## config.mk

```make
export PLATFORM = sky130hd
export DESIGN_NAME = axi_lite_cfg_regfile
export DESIGN_NICKNAME = d
export VERILOG_FILES = /design/src/rtl/axi_lite_cfg_regfile.sv
export SDC_FILE = /design/constraint.sdc
export NUM_CORES = 1
export LEC_CHECK = 0
export CAP_MARGIN = 20
export CORE_UTILIZATION = 40
export DETAILED_ROUTE_END_ITERATION = 16
export GPL_TIMING_DRIVEN = 1
export PLACE_DENSITY = 0.68
export SETUP_SLACK_MARGIN = 0.2
export SYNTH_ARGS = -nofsm -noshare
export SYNTH_HDL_FRONTEND = slang
export SYNTH_SLANG_ARGS = --single-unit
```

## constraint.sdc

```tcl
create_clock -name S_AXI_ACLK -period 2.5 [get_ports S_AXI_ACLK]
set_input_delay 0.5 -clock S_AXI_ACLK [delete_from_list [all_inputs] [get_ports S_AXI_ACLK]]
set_output_delay 0.5 -clock S_AXI_ACLK [all_outputs]
set_load 0.03 [all_outputs]
```

## src/rtl/axi_lite_cfg_regfile.sv

```systemverilog
// axi_lite_cfg_regfile: AXI4-Lite slave with NUM_RW byte-writable control words
// (word index 0..NUM_RW-1) followed by NUM_RO snapshotted status words.
// Illegal accesses (writes to status words, any access past the map) get SLVERR
// and change no state. The write and read channels are fully independent.
module axi_lite_cfg_regfile #(
    parameter int C_S_AXI_DATA_WIDTH = 32,
    parameter int C_S_AXI_ADDR_WIDTH = 9,
    parameter int NUM_RW             = 8,
    parameter int NUM_RO             = 8
) (
    input  logic                            S_AXI_ACLK,
    input  logic                            S_AXI_ARESETN,
    input  logic [C_S_AXI_ADDR_WIDTH-1:0]   S_AXI_AWADDR,
    input  logic                            S_AXI_AWVALID,
    output logic                            S_AXI_AWREADY,
    input  logic [C_S_AXI_DATA_WIDTH-1:0]   S_AXI_WDATA,
    input  logic [C_S_AXI_DATA_WIDTH/8-1:0] S_AXI_WSTRB,
    input  logic                            S_AXI_WVALID,
    output logic                            S_AXI_WREADY,
    output logic [1:0]                      S_AXI_BRESP,
    output logic                            S_AXI_BVALID,
    input  logic                            S_AXI_BREADY,
    input  logic [C_S_AXI_ADDR_WIDTH-1:0]   S_AXI_ARADDR,
    input  logic                            S_AXI_ARVALID,
    output logic                            S_AXI_ARREADY,
    output logic [C_S_AXI_DATA_WIDTH-1:0]   S_AXI_RDATA,
    output logic [1:0]                      S_AXI_RRESP,
    output logic                            S_AXI_RVALID,
    input  logic                            S_AXI_RREADY,
    output logic [NUM_RW*C_S_AXI_DATA_WIDTH-1:0] rw_regs,
    output logic [NUM_RW-1:0]               rw_wr_pulse,
    input  logic [NUM_RO*C_S_AXI_DATA_WIDTH-1:0] ro_regs,
    output logic [NUM_RO-1:0]               ro_rd_pulse
);
    localparam int DW = C_S_AXI_DATA_WIDTH;
    localparam int SW = DW / 8;
    localparam int IW = C_S_AXI_ADDR_WIDTH - 2;
    localparam logic [1:0] RESP_OKAY   = 2'b00;
    localparam logic [1:0] RESP_SLVERR = 2'b10;

    typedef enum logic [1:0] {
        WR_IDLE    = 2'b00,
        WR_WAIT_W  = 2'b01,
        WR_WAIT_AW = 2'b10,
        WR_RESP    = 2'b11
    } wr_state_e;

    typedef enum logic {
        RD_IDLE = 1'b0,
        RD_RESP = 1'b1
    } rd_state_e;

    wr_state_e                  wr_state_q, wr_state_d;
    rd_state_e                  rd_state_q, rd_state_d;
    logic                       awready_q, awready_d, wready_q, wready_d;
    logic                       bvalid_q, bvalid_d;
    logic [1:0]                 bresp_q, bresp_d;
    logic                       arready_q, arready_d, rvalid_q, rvalid_d;
    logic [DW-1:0]              rdata_q, rdata_d;
    logic [1:0]                 rresp_q, rresp_d;
    logic [IW-1:0]              awidx_q, awidx_d;
    logic [DW-1:0]              wdata_q, wdata_d;
    logic [SW-1:0]              wstrb_q, wstrb_d;
    logic [NUM_RW-1:0][DW-1:0]  rw_q, rw_d;
    logic [NUM_RW-1:0]          wr_pulse_q, wr_pulse_d;
    logic [NUM_RO-1:0][DW-1:0]  ro_snap_q;
    logic [NUM_RO-1:0]          rd_pulse_q, rd_pulse_d;

    logic          aw_hs_s, w_hs_s, ar_hs_s, wr_fire_s, wr_ok_s, rd_ok_s;
    logic [IW-1:0] wr_idx_s, rd_idx_s;
    logic [DW-1:0] wr_data_s, rd_mux_s;
    logic [SW-1:0] wr_strb_s;
    logic          unused_addr_s;

    // Byte offset bits never take part in decode.
    assign unused_addr_s = ^{S_AXI_AWADDR[1:0], S_AXI_ARADDR[1:0]};

    assign aw_hs_s   = S_AXI_AWVALID & awready_q;
    assign w_hs_s    = S_AXI_WVALID & wready_q;
    assign ar_hs_s   = S_AXI_ARVALID & arready_q;
    // The write uses whichever half arrives now, otherwise the held half.
    assign wr_idx_s  = aw_hs_s ? S_AXI_AWADDR[C_S_AXI_ADDR_WIDTH-1:2] : awidx_q;
    assign wr_data_s = w_hs_s ? S_AXI_WDATA : wdata_q;
    assign wr_strb_s = w_hs_s ? S_AXI_WSTRB : wstrb_q;
    assign wr_fire_s = (wr_state_q != WR_RESP) && (wr_state_d == WR_RESP);
    assign wr_ok_s   = int'(wr_idx_s) < NUM_RW;
    assign rd_idx_s  = S_AXI_ARADDR[C_S_AXI_ADDR_WIDTH-1:2];
    assign rd_ok_s   = int'(rd_idx_s) < (NUM_RW + NUM_RO);

    // State, handshake and register storage; everything visible outside is a flop.
    always_ff @(posedge S_AXI_ACLK or negedge S_AXI_ARESETN) begin
        if (!S_AXI_ARESETN) begin
            wr_state_q <= WR_IDLE;
            rd_state_q <= RD_IDLE;
            awready_q  <= 1'b0;
            wready_q   <= 1'b0;
            bvalid_q   <= 1'b0;
            bresp_q    <= 2'b00;
            arready_q  <= 1'b0;
            rvalid_q   <= 1'b0;
            rdata_q    <= '0;
            rresp_q    <= 2'b00;
            awidx_q    <= '0;
            wdata_q    <= '0;
            wstrb_q    <= '0;
            rw_q       <= '0;
            wr_pulse_q <= '0;
            ro_snap_q  <= '0;
            rd_pulse_q <= '0;
        end else begin
            wr_state_q <= wr_state_d;
            rd_state_q <= rd_state_d;
            awready_q  <= awready_d;
            wready_q   <= wready_d;
            bvalid_q   <= bvalid_d;
            bresp_q    <= bresp_d;
            arready_q  <= arready_d;
            rvalid_q   <= rvalid_d;
            rdata_q    <= rdata_d;
            rresp_q    <= rresp_d;
            awidx_q    <= awidx_d;
            wdata_q    <= wdata_d;
            wstrb_q    <= wstrb_d;
            rw_q       <= rw_d;
            wr_pulse_q <= wr_pulse_d;
            ro_snap_q  <= ro_regs;
            rd_pulse_q <= rd_pulse_d;
        end
    end

    // Write FSM next state: collect AW and W in either order, then hold the response.
    always_comb begin
        wr_state_d = wr_state_q;
        case (wr_state_q)
            WR_IDLE: begin
                if (aw_hs_s && w_hs_s) wr_state_d = WR_RESP;
                else if (aw_hs_s)      wr_state_d = WR_WAIT_W;
                else if (w_hs_s)       wr_state_d = WR_WAIT_AW;
                else                   wr_state_d = WR_IDLE;
            end
            WR_WAIT_W:  wr_state_d = w_hs_s ? WR_RESP : WR_WAIT_W;
            WR_WAIT_AW: wr_state_d = aw_hs_s ? WR_RESP : WR_WAIT_AW;
            WR_RESP:    wr_state_d = S_AXI_BREADY ? WR_IDLE : WR_RESP;
            default:    wr_state_d = WR_IDLE;
        endcase
    end

    // Write FSM outputs: readies/valid follow the next state; response and held halves captured.
    always_comb begin
        awready_d = (wr_state_d == WR_IDLE) || (wr_state_d == WR_WAIT_AW);
        wready_d  = (wr_state_d == WR_IDLE) || (wr_state_d == WR_WAIT_W);
        bvalid_d  = (wr_state_d == WR_RESP);
        awidx_d   = aw_hs_s ? S_AXI_AWADDR[C_S_AXI_ADDR_WIDTH-1:2] : awidx_q;
        wdata_d   = w_hs_s ? S_AXI_WDATA : wdata_q;
        wstrb_d   = w_hs_s ? S_AXI_WSTRB : wstrb_q;
        if (wr_fire_s) bresp_d = wr_ok_s ? RESP_OKAY : RESP_SLVERR;
        else           bresp_d = bresp_q;
    end

    // Byte-lane update of the addressed control word and its one-cycle write strobe.
    always_comb begin
        rw_d       = rw_q;
        wr_pulse_d = '0;
        for (int i = 0; i < NUM_RW; i++) begin
            if (wr_fire_s && wr_ok_s && (wr_idx_s == IW'(i))) begin
                wr_pulse_d[i] = 1'b1;
                for (int b = 0; b < SW; b++) begin
                    if (wr_strb_s[b]) rw_d[i][8*b +: 8] = wr_data_s[8*b +: 8];
                    else              rw_d[i][8*b +: 8] = rw_q[i][8*b +: 8];
                end
            end else begin
                rw_d[i] = rw_q[i];
            end
        end
    end

    // Read FSM next state: one response slot, released by RREADY.
    always_comb begin
        rd_state_d = rd_state_q;
        case (rd_state_q)
            RD_IDLE: rd_state_d = ar_hs_s ? RD_RESP : RD_IDLE;
            RD_RESP: rd_state_d = S_AXI_RREADY ? RD_IDLE : RD_RESP;
            default: rd_state_d = RD_IDLE;
        endcase
    end

    // Read data mux over pre-write control words and the status snapshot; unmapped reads give 0.
    always_comb begin
        rd_mux_s   = '0;
        rd_pulse_d = '0;
        for (int i = 0; i < NUM_RW; i++) begin
            rd_mux_s = rd_mux_s | ({DW{rd_idx_s == IW'(i)}} & rw_q[i]);
        end
        for (int j = 0; j < NUM_RO; j++) begin
            rd_mux_s      = rd_mux_s | ({DW{rd_idx_s == IW'(NUM_RW + j)}} & ro_snap_q[j]);
            rd_pulse_d[j] = ar_hs_s && (rd_idx_s == IW'(NUM_RW + j));
        end
    end

    // Read FSM outputs: data and response registered at the AR handshake, then held.
    always_comb begin
        arready_d = (rd_state_d == RD_IDLE);
        rvalid_d  = (rd_state_d == RD_RESP);
        if (ar_hs_s) begin
            rdata_d = rd_mux_s;
            rresp_d = rd_ok_s ? RESP_OKAY : RESP_SLVERR;
        end else begin
            rdata_d = rdata_q;
            rresp_d = rresp_q;
        end
    end

    assign S_AXI_AWREADY = awready_q;
    assign S_AXI_WREADY  = wready_q;
    assign S_AXI_BVALID  = bvalid_q;
    assign S_AXI_BRESP   = bresp_q;
    assign S_AXI_ARREADY = arready_q;
    assign S_AXI_RVALID  = rvalid_q;
    assign S_AXI_RDATA   = rdata_q;
    assign S_AXI_RRESP   = rresp_q;
    assign rw_regs       = rw_q;
    assign rw_wr_pulse   = wr_pulse_q;
    assign ro_rd_pulse   = rd_pulse_q;
endmodule

```

== After elaboration in Yosys (flattened, before gate mapping) ==
Cells that the tools add are included.
W data, S select, Z words.
Operators by class
  eq/ne operators: 29
  reductions and logical operators: 57
  bitwise logic cells: 36
  muxes and demuxes: 23
  order comparisons: 2
Operators by type and width (count)
  $and A32 B32 Y32: 16
  $or A32 B32 Y32: 15
  $reduce_and A2 Y1: 32
  $eq A7 B3 Y1 const B: 8
  $eq A7 B4 Y1 const B: 8
  $mux W32: 1
  $eq A7 B2 Y1 const B: 4
  $logic_and A1 B1 Y1: 19
  $eq A7 B1 Y1 const B: 2
  $logic_not A7 Y1: 2
  $mux W2: 7
  $mux W1: 11
  $eq A2 B2 Y1 const B: 4
  $pmux W2 S4: 1
  $lt A7 B4 Y1 const B: 1
  $lt A7 B5 Y1 const B: 1
  $mux W7: 1
  $eq A2 B1 Y1 const B: 2
  $logic_not A2 Y1: 2
  $mux W4: 1
  $and A1 B1 Y1: 3
  $logic_or A1 B1 Y1: 2
  $ne A2 B2 Y1 const B: 1
  $not A1 Y1: 2
  $pmux W1 S2: 1
Storage, ports and cells
  bits in registers: 614
  output and inout bits: 313

== Longest topological paths before layout ==
  depth after elaboration: 17
  depth in mapped cells: 9
  gate-level depth less buffers: 6

== Worst setup path before layout ==
OpenSTA, ideal clock, no wires.
  kind: reg2reg
  from: register wready_q, in the netlist S_AXI_WREADY
  to: register rw_q (netlist bit rw_regs[133])
  period minus slack after synthesis: 2.395 ns
  cell stages (with the launch flop): 7
  path slack: 0.105 ns
  arrival: 2.270 ns
  library setup time: 0.125 ns
  path buffers: 3
  cell sequence: dfrtp_1 -> clkbuf_1 -> and2_1 -> clkbuf_1 -> clkbuf_1 -> mux2_2 -> mux2_4
On the way
  longest elaborated chain between the ends: 10
RTL lines
  start, declared: RTL line 55  | logic awready_q, awready_d, wready_q, wready_d;
  start signal, assigned: RTL line 114  | wready_q <= wready_d;
  $and A1 B1 Y1 (*): RTL line 79  | assign w_hs_s = S_AXI_WVALID & wready_q;
  $mux W2: RTL line 138  | else if (w_hs_s) wr_state_d = WR_WAIT_AW;
  $mux W2: RTL line 137  | else if (aw_hs_s) wr_state_d = WR_WAIT_W;
  $mux W2: RTL line 136  | if (aw_hs_s && w_hs_s) wr_state_d = WR_RESP;
  $pmux W2 S4: RTL line 134  | case (wr_state_q)
  $eq A2 B2 Y1: RTL line 85  | assign wr_fire_s = (wr_state_q != WR_RESP) && (wr_state_d == WR_RESP);
  $logic_and A1 B1 Y1: RTL line 85
  $logic_and A1 B1 Y1 (2 in a row): RTL line 165  | if (wr_fire_s && wr_ok_s && (wr_idx_s == IW'(i))) begin
  $reduce_and A2 Y1 (no source line)
  end signal, assigned: RTL line 124  | rw_q <= rw_d;
  end, declared: RTL line 64  | logic [NUM_RW-1:0][DW-1:0] rw_q, rw_d;
Mark *: on every way between the ends. The rest lies on a longest branch, timed or not.
A chain may end at the register's enable or synchronous reset.

== Worst setup path after layout ==
  from: register awready_q, in the netlist S_AXI_AWREADY
  to: register rw_q (netlist bit rw_regs[133])
On the way
  longest elaborated chain between the ends: 9
RTL lines
  start, declared: RTL line 55
  start signal, assigned: RTL line 113  | awready_q <= awready_d;
  $and A1 B1 Y1 (*): RTL line 78  | assign aw_hs_s = S_AXI_AWVALID & awready_q;
  $mux W2 or $logic_and A1 B1 Y1 (tied branches): RTL line 137, 136
  $mux W2: RTL line 136
  $pmux W2 S4: RTL line 134
  $eq A2 B2 Y1: RTL line 85
  $logic_and A1 B1 Y1: RTL line 85
  $logic_and A1 B1 Y1: RTL line 165
  $logic_and A1 B1 Y1 (*): RTL line 165
  $reduce_and A2 Y1 (no source line) (*)
Marks and branches as above.

==> impl_metrics.toml <==
[floorplanning]
fp-row-count = 89
num_ports = 630
die_area_um2 = 61600
core_area_um2 = 59500
initial_util_pct = 40.8
horizontal_die_dimension_um = 248
dieHeight_um = 248

[placement]
globalplace.congestion = 1.00
dp.final_hpwl_um = 84500
place.port_buffers = 623

[synth]
post_synth_xor_area_fraction_pct = 0
synth.top_cells.by_area = "sky130_fd_sc_hd__dfrtp_1, sky130_fd_sc_hd__mux2_2, sky130_fd_sc_hd__mux2i_1"
synth_adder_area_share_pct = 0
synth.cell_area_um2 = 24300
muxShareOfSynthArea_pct = 17.2
post_synth_inst_count = 1778
synth_top_family_by_area = "multiplexers"
ys_async_sr_fraction_pct = 100
netlist.area_leader.share_pct = 63.1
compound_cell_area_share_of_the_yosys_netlist_pct = 10.6
synth-seq-area-share_pct = 63.1
synth_enable_flop_cells = 0
yosys_register_bits = 612
yosysWarnings = 0
syn-mean-instance-area_um2 = 13.6
ys_types = 85
dominantRegCellSynth = "sky130_fd_sc_hd__dfrtp_1"
simple_gate_share_of_the_synthesized_area_pct = 6.88
synth_largest_area_cell = "sky130_fd_sc_hd__dfrtp_1"

[cts]
cts_tree = "done"
cts-buffers-inserted = 66
clock-root-buffer = "sky130_fd_sc_hd__clkbuf_16"
clk_path_buf_depth = 3
cts.sink_count = 612
clock_insertion_delay_worst_skew_ns = 0.62
clk_transition_reported_paths_ns = 0.06
cts_htree_levels = 3

[route]
first_pass_iters = 5
drtIter0Drc = 1959
route.vias.total = 20400
vias_per_cell = 5.86
wl_um = 112000
drc = 0
antenna_left = 0
wire_per_inst_um = 32.0

[worst_setup_path]
worstSetupEndpointType = "flip-flop"
worst_setup_path_start_kind = "flip-flop"
timing.critical_path.cells = "and3_1 > a21oi_4 > clkinvlp_4 > buf_6 > or3_4 > buf_12 > mux2_4"
critical_path_buf_inv_count = 3
worstPathMaxFanout = 8
critical_path_class = "flip-flop to flip-flop"
critical_path.max_stage_delay_ns = 0.46
timing.critical_path.arrival_ns = 2.80
worst_path_dominant_cell_family = "buffers and inverters"
critPathSlowestCell = "sky130_fd_sc_hd__dfrtp_2"
critical_path_required_ns = 2.99

[global_routing]
grt_ovf = 0
grt_start_max_net_pins = 98
first_global_vias = 21100
grt_util_all_layers_pct = 36.0
grt_pass1_wl_um = 154000
grt_antenna_before_repair = 5

[pwr]
static-leakage-power_nw = 16.9
power.density_nw_per_um2 = 765
max-vdd-ir-drop_mv = 0.501

[timing]
period_needed_ns = 2.31
setup_tns_ns = 0
worstMarginPinSlew_ns = 0.491
layout_worst_path_cycle_share_pct = 92.5
relSlewSlack_pct = 66.4
finalHoldViolCount = 0
worst_clock_skew_ns = 0.0187
drv_slew = 0
final-setup-viol-count = 0
timing.fmax_mhz = 433
rsz_0062_raised_after_global_routing = "yes"

[status]
status = "complete, no violations"

[min_path]
timing.hold.worst.class = "primary input to flip-flop"

[cells_and_area]
finish.utilization_pct = 61.7
num-nets-final = 2978
areaGrowthSynthToFinish_pct = 51.3
final_layout_size_suffix_gt1_share_pct = 27.6

[run]
maxCapViolations = 0
-- cell usage in the layout, fill, tap and decap left out, types with 49 or more instances in the layout --
| master | n |
|---|---|
| sky130_fd_sc_hd__clkdlybuf4s50_1 | 547 |
| sky130_fd_sc_hd__o21ai_0 | 96 |
| sky130_fd_sc_hd__mux2i_1 | 106 |
| sky130_fd_sc_hd__clkbuf_16 | 71 |
| sky130_fd_sc_hd__a22oi_1 | 49 |
| sky130_fd_sc_hd__dfrtp_1 | 610 |
| sky130_fd_sc_hd__buf_4 | 220 |
| sky130_fd_sc_hd__nand2_1 | 63 |
| sky130_fd_sc_hd__nor2_1 | 85 |
| sky130_fd_sc_hd__mux2_2 | 242 |
| sky130_fd_sc_hd__buf_12 | 64 |
-- power breakdown --
group	switching, mW	total (mW)	leakage [nW]	internal [mW]
clock	4.09	10.6	1.16	6.52
sequential	0.540	11.3	7.78	10.8
combinational	3.62	6.17	7.94	2.55
total	8.25	28.1	16.9	19.8
-- timing repair --
action | 4_1_cts | 5_1_grt
setup endpoints to repair | 244 | 162
cloned | 1 | 0
resized for setup | 60 | 56
hold endpoints to repair | 32 | 0
hold buffers | 1 | 0
setup buffers | 11 | 11
pin swaps | 3 | 9
-- cell usage after synthesis, types with 7 or more instances --
library cell,instances
sky130_fd_sc_hd__nor2b_1,9
sky130_fd_sc_hd__or3_1,7
sky130_fd_sc_hd__buf_4,8
sky130_fd_sc_hd__a22o_1,29
sky130_fd_sc_hd__dfrtp_1,612
sky130_fd_sc_hd__mux2_4,24
sky130_fd_sc_hd__a22oi_1,49
sky130_fd_sc_hd__clkbuf_1,50
sky130_fd_sc_hd__o32a_1,10
sky130_fd_sc_hd__nand4_1,7
sky130_fd_sc_hd__nand2b_1,12
sky130_fd_sc_hd__and3_1,7
sky130_fd_sc_hd__a211oi_1,7
sky130_fd_sc_hd__o21ai_0,97
sky130_fd_sc_hd__a2bb2oi_1,10
sky130_fd_sc_hd__mux2_2,242
sky130_fd_sc_hd__o22ai_1,16
sky130_fd_sc_hd__nand3_2,8
sky130_fd_sc_hd__nor2_1,89
sky130_fd_sc_hd__inv_1,16
sky130_fd_sc_hd__buf_2,41
sky130_fd_sc_hd__a31oi_1,20
sky130_fd_sc_hd__mux2i_1,106
sky130_fd_sc_hd__a21oi_1,32
sky130_fd_sc_hd__o2bb2ai_1,9
sky130_fd_sc_hd__and2_1,10
sky130_fd_sc_hd__a221oi_1,21
sky130_fd_sc_hd__a2111oi_0,11
sky130_fd_sc_hd__nor3_1,22
sky130_fd_sc_hd__nand3_1,21
sky130_fd_sc_hd__nand2_1,64
-- final timing paths --
path / start / end / slack [ns] / cells after the start
worst max-delay path: S_AXI_AWREADY$_DFF_PN0_ / rw_regs[133]$_DFFE_PN0P_ / 0.19 / 7
worst min-delay path: S_AXI_AWADDR[7] / awidx_q[5]$_DFF_PN0_ / 0.28 / 2
worst max register to register: S_AXI_AWREADY$_DFF_PN0_ / rw_regs[133]$_DFFE_PN0P_ / 0.19 / 7
worst min register to register: rw_regs[43]$_DFFE_PN0P_ / rw_regs[43]$_DFFE_PN0P_ / 0.52 / 2
max in group asynchronous: S_AXI_ARESETN / ro_snap_q[27]$_DFF_PN0_ / 1.20 / 3
min in group asynchronous: S_AXI_ARESETN / ro_snap_q[35]$_DFF_PN0_ / 0.39 / 2
-- kinds of logic (layout without fill, tap and decap cells) --
group | count (synthesis) | in the layout
compound gates | 364 | 364
buf+inv | 118 | 1045
flops | 612 | 612
mux | 373 | 373
other cells | 1 | 9
simple gates | 310 | 310
-- registers in the layout, summed over array words and instances (netlist names), 2 cells and up --
signal and count:
awidx_q 7, ro_rd_pulse 8, rw_wr_pulse 8, wdata_q 32, ro_snap_q 256, rw_regs 256
S_AXI_RDATA 32, wstrb_q 4, wr_state_q 2
-- metal layers --
metal	vias up	GRT usage (%)	share of wire (%)
met5	-	0	0.012
met4	2	18.4	5.7
met3	331	7.15	8.0
met2	1251	56.8	47
met1	10500	47.0	39
li1	8323	-	-
-- per-stage QoR --
| step | hold slack [ns] | cells | cell area, µm² | worst slack (ns) | total power, mW |
|---|---|---|---|---|---|
| 2_1_floorplan | 0.204 | 1779 | 24300 | 0.147 | 13.8 |
| 3_3_place_gp | 0.437 | 3341 | 33900 | -0.747 | 17.0 |
| 3_5_place_dp | 0.437 | 3342 | 34000 | -0.772 | 17.1 |
| 4_1_cts | 0.252 | 3468 | 36400 | 0.193 | 27.9 |
| 5_1_grt | 0.271 | 3483 | 36700 | 0.141 | 28.9 |
| 6_report | 0.279 | 3486 | 36700 | 0.188 | 28.1 |
-- layout make-up --
| type | instances | area, µm² |
|---|---|---|
| multi-input combinational | 1049 | 8730 |
| timing repair inverter | 1 | 7.51 |
| fill | 4605 | 22700 |
| inverter | 16 | 63.8 |
| clock buffer | 91 | 2000 |
| sequential | 612 | 15300 |
| timing repair buffer | 915 | 9250 |
| antenna | 7 | 17.5 |
| clock inverter | 22 | 353 |
| tap | 773 | 967 |
No activity file was read; power rests on OpenSTA's default activity.
